File: config.mk
export PLATFORM = sky130hd
export DESIGN_NAME = sd_cmd_arbiter
export DESIGN_NICKNAME = d
export VERILOG_FILES = /design/src/rtl/sd_cmd_arbiter.sv
export SDC_FILE = /design/constraint.sdc
export NUM_CORES = 1
export LEC_CHECK = 0
export CAP_MARGIN = 5
export CORE_AREA = 2 2 157 159
export CTS_BUF_LIST = sky130_fd_sc_hd__clkbuf_8
export DETAILED_ROUTE_END_ITERATION = 8
export DIE_AREA = 0 0 159 161
export PLACE_DENSITY_LB_ADDON = 0.3
export SETUP_SLACK_MARGIN = 0.05
export SKIP_LAST_GASP = 1
export SLEW_MARGIN = 20
export SYNTH_ARGS = -nofsm -noshare
export SYNTH_HDL_FRONTEND = slang
export SYNTH_SLANG_ARGS = --single-unit
File: constraint.sdc
create_clock -name sd_clk -period 8.8 [get_ports sd_clk]
set_input_delay 1.76 -clock sd_clk [delete_from_list [all_inputs] [get_ports sd_clk]]
set_output_delay 1.76 -clock sd_clk [all_outputs]
set_load 0.01 [all_outputs]
File: src/rtl/sd_cmd_arbiter.sv
// Round-robin arbiter sharing one SD/eMMC command master between requesters A and B.
// Optional WAIT watchdog is enabled by defining SD_ARB_TIMEOUT_EN.
module sd_cmd_arbiter #(
   parameter int START_HOLD  = 4,
   parameter int TIMEOUT_CYC = 4096
) (
   input  logic        sd_clk,
   input  logic        rst,
   input  logic        i_req_a,
   input  logic        i_req_b,
   input  logic [1:0]  i_setting_a,
   input  logic [1:0]  i_setting_b,
   input  logic [39:0] i_cmd_a,
   input  logic [39:0] i_cmd_b,
   input  logic        i_busy_chk_a,
   input  logic        i_busy_chk_b,
   output logic        o_done_a,
   output logic        o_done_b,
   output logic [4:0]  o_status,
   output logic [31:0] o_rsp0,
   output logic [31:0] o_rsp1,
   output logic [31:0] o_rsp2,
   output logic [31:0] o_rsp3,
   output logic [1:0]  o_setting,
   output logic [39:0] o_cmd,
   output logic        o_busy_check,
   output logic        o_start_xfr,
   output logic        o_int_rst,
   input  logic [4:0]  i_int_status,
   input  logic [31:0] i_resp0,
   input  logic [31:0] i_resp1,
   input  logic [31:0] i_resp2,
   input  logic [31:0] i_resp3
);

   typedef enum logic [2:0] {S_IDLE, S_CLR, S_START, S_WAIT, S_DONE} state_t;

   state_t      r_state;
   state_t      w_next;
   logic        r_gnt_b;
   logic [3:0]  r_hold;
   logic [4:0]  r_status;
   logic [31:0] r_rsp0, r_rsp1, r_rsp2, r_rsp3;
   logic [1:0]  r_setting;
   logic [39:0] r_cmd;
   logic        r_busy_chk;
   logic        w_any_req;
   logic        w_grant_a;
   logic        w_cmpl;
   logic        w_tmo;

   assign w_any_req = i_req_a | i_req_b;
   // r_gnt_b doubles as last_gnt: on a tie, A wins unless A was served last
   assign w_grant_a = i_req_a & (~i_req_b | r_gnt_b);
   assign w_cmpl    = i_int_status[0] | i_int_status[1];

`ifdef SD_ARB_TIMEOUT_EN
   logic [15:0] r_wdog;

   always_ff @(posedge sd_clk or posedge rst) begin
      if (rst)
         r_wdog <= '0;
      else if (r_state == S_WAIT)
         r_wdog <= r_wdog + 16'd1;
      else
         r_wdog <= '0;
   end

   assign w_tmo = (r_state == S_WAIT) && (r_wdog == 16'(TIMEOUT_CYC - 1));
`else
   logic w_unused_tmo;
   assign w_unused_tmo = (TIMEOUT_CYC == 0);
   assign w_tmo        = 1'b0;
`endif

   always_ff @(posedge sd_clk or posedge rst) begin
      if (rst)
         r_state <= S_IDLE;
      else
         r_state <= w_next;
   end

   always_comb begin
      w_next = r_state;
      case (r_state)
         S_IDLE:  if (w_any_req) w_next = S_CLR;
         S_CLR:   w_next = S_START;
         S_START: if (r_hold == 4'd0) w_next = S_WAIT;
         S_WAIT:  if (w_cmpl || w_tmo) w_next = S_DONE;
         S_DONE:  w_next = S_IDLE;
         default: w_next = S_IDLE;
      endcase
   end

   always_comb begin
      o_int_rst   = 1'b0;
      o_start_xfr = 1'b0;
      o_done_a    = 1'b0;
      o_done_b    = 1'b0;
      case (r_state)
         S_CLR:   o_int_rst   = 1'b1;
         S_START: o_start_xfr = 1'b1;
         S_DONE: begin
            o_done_a = ~r_gnt_b;
            o_done_b = r_gnt_b;
         end
         default: ;
      endcase
   end

   always_ff @(posedge sd_clk or posedge rst) begin
      if (rst) begin
         r_gnt_b    <= 1'b1;
         r_hold     <= '0;
         r_status   <= '0;
         r_rsp0     <= '0;
         r_rsp1     <= '0;
         r_rsp2     <= '0;
         r_rsp3     <= '0;
         r_setting  <= '0;
         r_cmd      <= '0;
         r_busy_chk <= 1'b0;
      end else begin
         case (r_state)
            S_IDLE: if (w_any_req) begin
               r_gnt_b    <= ~w_grant_a;
               r_setting  <= w_grant_a ? i_setting_a  : i_setting_b;
               r_cmd      <= w_grant_a ? i_cmd_a      : i_cmd_b;
               r_busy_chk <= w_grant_a ? i_busy_chk_a : i_busy_chk_b;
            end
            S_CLR:   r_hold <= 4'(START_HOLD - 1);
            S_START: r_hold <= r_hold - 4'd1;
            S_WAIT: begin
               // master completion wins over a watchdog expiry in the same cycle
               if (w_cmpl) begin
                  r_status <= i_int_status;
                  r_rsp0   <= i_resp0;
                  r_rsp1   <= i_resp1;
                  r_rsp2   <= i_resp2;
                  r_rsp3   <= i_resp3;
               end else if (w_tmo) begin
                  r_status <= 5'b00110;
               end
            end
            default: ;
         endcase
      end
   end

   assign o_status     = r_status;
   assign o_rsp0       = r_rsp0;
   assign o_rsp1       = r_rsp1;
   assign o_rsp2       = r_rsp2;
   assign o_rsp3       = r_rsp3;
   assign o_setting    = r_setting;
   assign o_cmd        = r_cmd;
   assign o_busy_check = r_busy_chk;

endmodule
==> impl_metrics.env, run 1 <==
export IMPL_status="completed"
export IMPL_placed_cell_area_um2=11700
export IMPL_cts_tree="built"
export IMPL_synth_enable_flop_cells=0
export IMPL_grt_max_degree=105
export IMPL_postRouteAntennaNets=0
export IMPL_rsz0062_at_grt="no"
export IMPL_grtUsageTotal_pct=16.9
export IMPL_fin_crit_ns=3.89
export IMPL_fin_cells=1216
export IMPL_drive_gt1_share_pct=15.1
export IMPL_grt_pass1_wl_um=34000
export IMPL_drt_first_iter_violations=252
export IMPL_cts_buffers=17
export IMPL_synth_top_cells_by_area="dfrtp_1, mux2_1, mux2_2"
export IMPL_max_cap_violations=0
export IMPL_gp_congestion=0.773
export IMPL_post_cts_buffers=0
export IMPL_num_io_pins=403
export IMPL_initial_core_util_pct=31.2
export IMPL_setup_viol=0
export IMPL_cp_endpoint="o_done_a"
export IMPL_port_buffers=402
export IMPL_syn_num_nets=715
export IMPL_end_kind="primary output"
export IMPL_yosys_area_top_type="dfrtp_1"
export IMPL_cts_hold_buf=0
export IMPL_seq_area_um2=4610
export IMPL_cellPowerDensity_nw_per_um2=340
export IMPL_fin_tns_setup_ns=0
export IMPL_fillCellCount=2166
export IMPL_p_leak_nw=4.95
export IMPL_antenna_found_initial=0
export IMPL_multi_input_area_um2=2610
export IMPL_cts_clk_slew_worst_paths_ns=0.10
export IMPL_vias=5628
export IMPL_worstSetupPathType="reg -> out"
export IMPL_slew_headroom_pct=33.9
export IMPL_post_synth_top_area_fraction_pct=61.2
export IMPL_ys_flop_type="dfrtp_1"
export IMPL_drcViolationCount=0
export IMPL_hpwlAfterDp_um=16100
export IMPL_chipHeight_um=161
export IMPL_dieArea_um2=25600
export IMPL_area_delta_synth_final_pct=61.8
export IMPL_yosys_warnings=0
export IMPL_hold_violations=0
export IMPL_via_per_inst=4.63
export IMPL_synth_cell_types=37
export IMPL_htreeDepth=4
export IMPL_drt_pass1_iter_count=4
export IMPL_rrSetupSlack_ns=6.26
export IMPL_worstReg2RegEnd="o_rsp0[28]$_DFFE_PP0P_"
export IMPL_min_path_type="reg -> reg"
export IMPL_cts_root_buf="clkbuf_8"
export IMPL_critical_path_arrival_ns=2.13
export IMPL_ys_seq_area_share_pct=61.6
export IMPL_clk_latency_ns=0.45
export IMPL_rows=57
export IMPL_core_um2=24000
export IMPL_fin_util_pct=50.5
export IMPL_synth_cells=490
export IMPL_grt_overflow_total=0
export IMPL_maxSlewViolCount=0
export IMPL_postCtsResizedCells=0
export IMPL_ys_seq_elements=184
export IMPL_grt_pass1_vias=5928
export IMPL_fin_crit_sh_pct=44.2
export IMPL_drt_wl_total_um=22000
export IMPL_die_x_um=159
export IMPL_ir_drop_uv=144
export IMPL_clock_skew_ns=0.0183
export IMPL_critPathRequiredTime_ns=7.04
export IMPL_avgSynthCellArea_um2=15.3
export IMPL_design_area_um2=12100
export IMPL_worst_pin_slew_ns=0.992
export IMPL_rr_worst_depth=4
export IMPL_clockBufferDepth=2
export IMPL_fin_nets=1105
export IMPL_synthArstFlopShare_pct=100
export IMPL_diodes=0
export IMPL_cp_startpoint="r_state[2]$_DFFE_PP0P_"
export IMPL_cp_max_fo=13
export IMPL_crit_reg2reg_launch="r_state[0]$_DFFE_PP0P_"
export IMPL_place_inst=1185
export IMPL_syn_area_um2=7480
export IMPL_critPathLaunchType="flop"
export IMPL_fmax_mhz=257
export IMPL_wl_per_cell_um=18.1
export IMPL_cts_sinks=184
## how the worst min path moves through the flow
stage	from	to	slack, ns	cells past startpoint
after floorplan	r_hold[1]$_DFFE_PP0P_	r_hold[1]$_DFFE_PP0P_	0.50	1
after global placement	o_rsp1[5]$_DFFE_PP0P_	o_rsp1[5]$_DFFE_PP0P_	0.47	1
after detailed placement	o_rsp1[14]$_DFFE_PP0P_	o_rsp1[14]$_DFFE_PP0P_	0.47	1
after CTS	o_rsp1[14]$_DFFE_PP0P_	o_rsp1[14]$_DFFE_PP0P_	0.50	1
after global routing	o_rsp2[8]$_DFFE_PP0P_	o_rsp2[8]$_DFFE_PP0P_	0.51	1
final	o_rsp3[6]$_DFFE_PP0P_	o_rsp3[6]$_DFFE_PP0P_	0.49	1
## power by group
part | leakage (nW) | switching (mW) | internal [mW] | total (mW)
sequential | 2.15 | 0.237 | 1.27 | 1.51
combinational | 2.61 | 0.785 | 1.25 | 2.03
clock | 0.193 | 0.338 | 0.236 | 0.574
## area by class of cell
type / count / area share, %
clock buffers: 17 / 1.93
clock inverters: 14 / 1.31
inverters: 6 / 0.248
multi-input cells: 264 / 21.5
flip-flops and latches: 184 / 38.1
well taps: 324 / 3.35
repair buffers: 407 / 33.6
## registers in the layout, indices dropped and copies added, names as in the netlist
name          cells
o_cmd            40
o_setting         2
r_gnt_b           1
r_state           3
o_rsp2           32
o_rsp1           32
o_rsp0           32
o_status          5
o_rsp3           32
o_busy_check      1
r_hold            4
## cell families after synthesis
| kind of cell | share of synthesized area [%] |
|---|---|
| compound gates | 12.3 |
| fa+ha+maj | 0.335 |
| buf+inv | 3.68 |
| flops | 61.6 |
| mux | 19.7 |
| simple gates | 2.36 |
## cells in the mapped netlist, types with 3 or more instances
cell      count
clkbuf_1      9
mux2_1       79
a21oi_1       5
nand2_1       4
dfrtp_1     183
nor2_1        5
mux2_2       52
o221a_2      41
inv_1         6
nor3_1        4
a21o_1       43
buf_2        13
buf_6        13
a22oi_1       3
## stage by stage
step                hold slack (ns)  setup slack [ns]  power, mW
finish                        0.489              4.91       4.12
global route                  0.506              4.73       4.37
CTS                           0.497              4.84       4.19
detailed placement            0.474              4.69       3.60
global placement              0.467              4.72       3.56
floorplan                     0.505              2.04       2.47
## cell usage in the layout (no fill, tap or decap), types with 2 or more instances in the layout
cell	instances
nand2_1	4
inv_8	5
clkbuf_8	17
a21oi_1	5
nand3_1	2
o22a_1	2
o221a_2	41
clkdlybuf4s50_1	402
a22o_1	2
o21ai_0	2
inv_1	5
a22oi_1	3
a21o_1	43
nor2_1	5
clkinvlp_4	2
clkinv_4	4
and3_1	2
mux2_1	79
o221a_1	2
buf_4	4
dfrtp_1	183
mux2_2	52
nor3_1	4
nor3_4	2
ha_1	2
inv_6	2
## worst max-delay path, stage by stage, from the launching register on
cell and delay (ns):
dfrtp_1 0.67, inv_1 0.14, nor4_1 0.27, clkdlybuf4s50_1 0.61
## per-layer routing
layer | vias to the layer above | global-route usage, % | share of wire, %
met1 | 2766 | 19.5 | 40
met5 | - | 0 | 0
met4 | 0 | 4.75 | 1.6
met2 | 248 | 29.6 | 50
met3 | 17 | 6.45 | 8.1
li1 | 2597 | - | -
Power figures use the tool's default switching activity.
==> inputs of run 2 (changes only) <==
- CORE_AREA: 2 2 157 159 -> 2 2 156 158
- DIE_AREA: 0 0 159 161 -> 0 0 158 160
- clock period: 8.8 -> 3.53 ns (I/O delays scaled with it)
==> impl_metrics.env, run 2 (synthesis results as in run 1) <==
export IMPL_hold_violations=0
export IMPL_ir_drop_uv=385
export IMPL_hpwlAfterDp_um=16900
export IMPL_fillCellCount=2082
export IMPL_rows=57
export IMPL_switching_power_mw=3.47
export IMPL_clock_skew_ns=0.0267
export IMPL_clockBufferDepth=2
export IMPL_pwr_share_seq_pct=36.2
export IMPL_p_leak_nw=5.01
export IMPL_num_io_pins=403
export IMPL_grt_overflow_total=0
export IMPL_area_delta_synth_final_pct=63.3
export IMPL_cpMaxStageDelayCell="dfrtp_1"
export IMPL_via_per_inst=4.62
export IMPL_intPower_mw=6.93
export IMPL_postRouteAntennaNets=0
export IMPL_fin_nets=1111
export IMPL_dieArea_um2=25300
export IMPL_place_inst=1191
export IMPL_htreeDepth=4
export IMPL_cts_hold_buf=0
export IMPL_fmax_mhz=350
export IMPL_gp_congestion=0.772
export IMPL_antenna_found_initial=1
export IMPL_max_cap_violations=0
export IMPL_worst_pin_slew_ns=0.836
export IMPL_cp_max_fo=13
export IMPL_postCtsResizedCells=0
export IMPL_cts_root_buf="clkbuf_8"
export IMPL_drcViolationCount=0
export IMPL_slew_headroom_pct=44.3
export IMPL_min_path_type="reg -> reg"
export IMPL_core_um2=23800
export IMPL_drt_pass1_iter_count=4
export IMPL_drive_gt1_share_pct=15.7
export IMPL_path_delay_family="buffers and inverters"
export IMPL_critPathLaunchType="flop"
export IMPL_layout_common_cells="clkdlybuf4s50_1, dfrtp_1, mux2_1, mux2_2, a21o_1"
export IMPL_initial_core_util_pct=31.4
export IMPL_drt_wl_total_um=22900
export IMPL_grt_max_degree=124
export IMPL_fin_cells=1224
export IMPL_grt_pass1_vias=5916
export IMPL_largest_register_ffs=40
export IMPL_clock_power_share_pct=14.3
export IMPL_cts_buffers=17
export IMPL_cts_tree="built"
export IMPL_post_cts_buffers=0
export IMPL_fin_tns_setup_ns=0
export IMPL_cts_clk_slew_worst_paths_ns=0.11
export IMPL_clk_latency_ns=0.46
export IMPL_critPathRequiredTime_ns=2.82
export IMPL_fin_crit_sh_pct=80.8
export IMPL_chipHeight_um=160
export IMPL_drt_first_iter_violations=394
export IMPL_max_stage_delay_ns=0.66
export IMPL_crit_chain="inv_1, nor4_1, clkdlybuf4s50_1"
export IMPL_sw_frac_of_total_pct=33.4
export IMPL_port_buffers=402
export IMPL_grt_pass1_wl_um=34000
export IMPL_wl_per_cell_um=18.7
export IMPL_cp_buffers_inverters=2
export IMPL_setup_viol=0
export IMPL_fin_crit_ns=2.85
export IMPL_status="completed"
export IMPL_critical_path_arrival_ns=2.15
export IMPL_vias=5653
export IMPL_die_x_um=158
export IMPL_end_kind="primary output"
export IMPL_maxSlewViolCount=0
export IMPL_grtUsageTotal_pct=17.6
export IMPL_worstSetupPathType="reg -> out"
export IMPL_layout_commonest_cell="clkdlybuf4s50_1"
export IMPL_p_comb_share_pct=49.5
export IMPL_cts_sinks=184
export IMPL_fin_total_pwr_mw=10.4
export IMPL_rsz0062_at_grt="no"
export IMPL_cellPowerDensity_nw_per_um2=852
run 2: changes by cell type in the layout (fill, tap and decap cells not counted):
cell / delta
clkinvlp_4: -1
buf_4: +3
inv_12: +1
inv_1: +1
buf_6: -1
inv_8: -1
clkinv_8: +1
diode_2: +1
buf_12: +4
run 2: final cells by class:
type,instances,area (um2),area share (%)
timing repair buffer,413,4160,34.0
clock inverter,15,180,1.47
sequential,184,4610,37.7
inverter,6,26.3,0.215
multi-input combinational,264,2610,21.3
tap,324,405,3.32
antenna,1,2.50,0.0205
clock buffer,17,234,1.92
run 2: power by group through the flow:
stage | logic, mW | clock network [mW] | registers [mW]
after floorplan | 1.94 | 0 | 4.21
after global placement | 5.15 | 0 | 3.79
after detailed placement | 5.22 | 0 | 3.82
after CTS | 5.23 | 1.56 | 3.78
after global routing | 5.48 | 1.63 | 3.91
final | 5.15 | 1.49 | 3.77
run 2: final timing paths:
kind / end / cells after the start / slack [ns] / startpoint
worst max-delay path: o_done_a / 3 / 0.68 / r_state[2]$_DFFE_PP0P_
worst min-delay path: o_rsp2[4]$_DFFE_PP0P_ / 1 / 0.49 / o_rsp2[4]$_DFFE_PP0P_
worst max register to register: o_cmd[33]$_DFFE_PP0P_ / 5 / 1.22 / r_state[0]$_DFFE_PP0P_
worst min register to register: o_rsp2[4]$_DFFE_PP0P_ / 1 / 0.49 / o_rsp2[4]$_DFFE_PP0P_
max in group asynchronous: r_state[0]$_DFFE_PP0P_ / 3 / 2.04 / rst
min in group asynchronous: o_rsp3[5]$_DFFE_PP0P_ / 3 / 0.76 / rst
run 2: per-stage QoR:
stage                     hold WS, ns  utilization (%)  setup slack, ns  instance area, um2
after detailed placement        0.474             49.5            0.789               11800
after global routing            0.505             51.3            0.470               12200
final                           0.491             51.3            0.676               12200
after global placement          0.467             49.5            0.838               11800
after CTS                       0.499             51.3            0.601               12200
after floorplan                 0.505                -            0.460                7480
run 2: layer usage:
layer  track usage (%)  wire, um  part of all wire, %  up-vias
met5                 0         0                    0        -
met4              5.20       372                  1.6        0
met3              6.73      2270                  9.9       19
met2              30.6     11400                   50      267
met1              20.1      8850                   39     2758
li1                  -         -                    -     2609
==> inputs of run 3 (changes only) <==
- CORE_AREA: 2 2 156 158 -> 2 2 157 159
- DIE_AREA: 0 0 158 160 -> 0 0 159 161
- clock period: 3.53 -> 2.9 ns (I/O delays scaled with it)
==> impl_metrics.env, run 3 (synthesis results as in run 1) <==
export IMPL_status="completed"
export IMPL_max_cap_violations=0
export IMPL_min_path_type="in -> async"
export IMPL_chipHeight_um=161
export IMPL_maxSlewViolCount=0
export IMPL_grt_max_degree=54
export IMPL_dp_slack_ns=0.423
export IMPL_postRouteAntennaNets=0
export IMPL_layout_commonest_cell="clkdlybuf4s50_1"
export IMPL_p_comb_share_pct=49.9
export IMPL_initial_core_util_pct=31.2
export IMPL_grt_pass1_vias=6171
export IMPL_antenna_found_initial=2
export IMPL_gp_congestion=0.775
export IMPL_wl_per_cell_um=18.7
export IMPL_fin_nets=1117
export IMPL_die_x_um=159
export IMPL_critPathRequiredTime_ns=2.32
export IMPL_critical_path_arrival_ns=2.01
export IMPL_fin_util_pct=51.2
export IMPL_p_leak_nw=5.03
export IMPL_dieArea_um2=25600
export IMPL_place_inst=1197
export IMPL_htreeDepth=4
export IMPL_rsz0062_at_grt="no"
export IMPL_fin_crit_sh_pct=89.3
export IMPL_cellPowerDensity_nw_per_um2=1030
export IMPL_fmax_mhz=386
export IMPL_clock_power_share_pct=13.7
export IMPL_cts_buffers=17
export IMPL_sw_frac_of_total_pct=33.1
export IMPL_fin_total_pwr_mw=12.6
export IMPL_hpwlAfterDp_um=17000
export IMPL_slew_headroom_pct=64.5
export IMPL_critPathLaunchType="flop"
export IMPL_cts_root_buf="clkbuf_8"
export IMPL_fin_crit_ns=2.59
export IMPL_clock_skew_ns=0.0196
export IMPL_grt_overflow_total=0
export IMPL_diodes=0
export IMPL_clockBufferDepth=2
export IMPL_worst_pin_slew_ns=0.532
export IMPL_cts_sinks=184
export IMPL_num_io_pins=403
export IMPL_drive_gt1_share_pct=16.5
export IMPL_fin_tns_setup_ns=0
export IMPL_end_kind="primary output"
export IMPL_cp_max_fo=11
export IMPL_intPower_mw=8.42
export IMPL_grt_pass1_wl_um=35800
export IMPL_placed_cell_area_um2=11900
export IMPL_post_cts_buffers=0
export IMPL_drcViolationCount=0
export IMPL_pwr_share_seq_pct=36.4
export IMPL_vias=5732
export IMPL_drt_pass1_iter_count=4
export IMPL_drt_wl_total_um=22900
export IMPL_whs_ns=0.486
export IMPL_switching_power_mw=4.17
export IMPL_grtUsageTotal_pct=17.8
export IMPL_port_buffers=402
export IMPL_setup_slack_ns=0.310
export IMPL_layout_common_cells="clkdlybuf4s50_1, dfrtp_1, mux2_1, mux2_2, a21o_1"
export IMPL_hold_violations=0
export IMPL_setup_viol=0
export IMPL_fin_cells=1229
export IMPL_clk_latency_ns=0.46
export IMPL_rows=57
export IMPL_worstSetupPathType="reg -> out"
export IMPL_area_delta_synth_final_pct=64.0
export IMPL_cts_tree="built"
export IMPL_largest_register_ffs=40
export IMPL_design_area_um2=12300
export IMPL_via_per_inst=4.66
export IMPL_ir_drop_uv=451
export IMPL_core_um2=24000
export IMPL_cts_clk_slew_worst_paths_ns=0.11
export IMPL_drt_first_iter_violations=243
==> run 3: cell count changes in the layout (fill, tap and decap cells not counted), moves of 2 or more <==
| cell | change |
|---|---|
| buf_12 | +2 |
| clkinvlp_4 | +2 |
| clkbuf_8 | +2 |
| buf_4 | +4 |
==> run 3: final timing paths <==
| check | start | to | slack [ns] | cells after the start |
|---|---|---|---|---|
| min in group sd_clk | o_rsp1[16]$_DFFE_PP0P_ | o_rsp1[16]$_DFFE_PP0P_ | 0.49 | 1 |
| setup reg to reg | r_state[1]$_DFFE_PP0P_ | o_rsp3[0]$_DFFE_PP0P_ | 0.92 | 5 |
| hold reg to reg | o_rsp1[16]$_DFFE_PP0P_ | o_rsp1[16]$_DFFE_PP0P_ | 0.49 | 1 |
| hold / removal | rst | o_rsp1[30]$_DFFE_PP0P_ | 0.49 | 2 |
| setup / recovery | r_state[1]$_DFFE_PP0P_ | o_start_xfr | 0.31 | 3 |
| max in group asynchronous | rst | r_gnt_b$_DFFE_PP1P_ | 1.60 | 3 |
==> run 3: area by class of cell <==
class                   count  area, um2
fillers                  2158      11700
flip-flops and latches    184       4610
repair buffers            419       4230
multi-input cells         264       2610
well taps                 324        405
clock buffers              19        262
clock inverters            13        131
inverters                   6       26.3
==> run 3: power groups by stage <==
stage	clock, mW	combinational (mW)	sequential (mW)
after floorplan	0	2.37	5.13
after detailed placement	0	6.35	4.63
final	1.73	6.28	4.58
after CTS	1.81	6.37	4.59
after global routing	1.91	6.68	4.76
after global placement	0	6.27	4.61
==> run 3: repair_timing <==
item,CTS,global route
hold buffers,0,0
endpoints found under the setup margin,0,1
resized for setup,0,1
==> run 3: critical path, cell delays in order (launching register included) <==
cell and delay (ns):
dfrtp_1 0.58, inv_1 0.18, nor3_1 0.19, clkdlybuf4s50_1 0.60
==> run 3: layer usage <==
metal  vias up  wire [um]  global-route usage [%]
met4         2        408                    4.46
met2       275      11400                    30.2
met1      2821       9100                    21.3
met5         -         10                       0
li1       2608          -                       -
met3        26       1980                    7.16
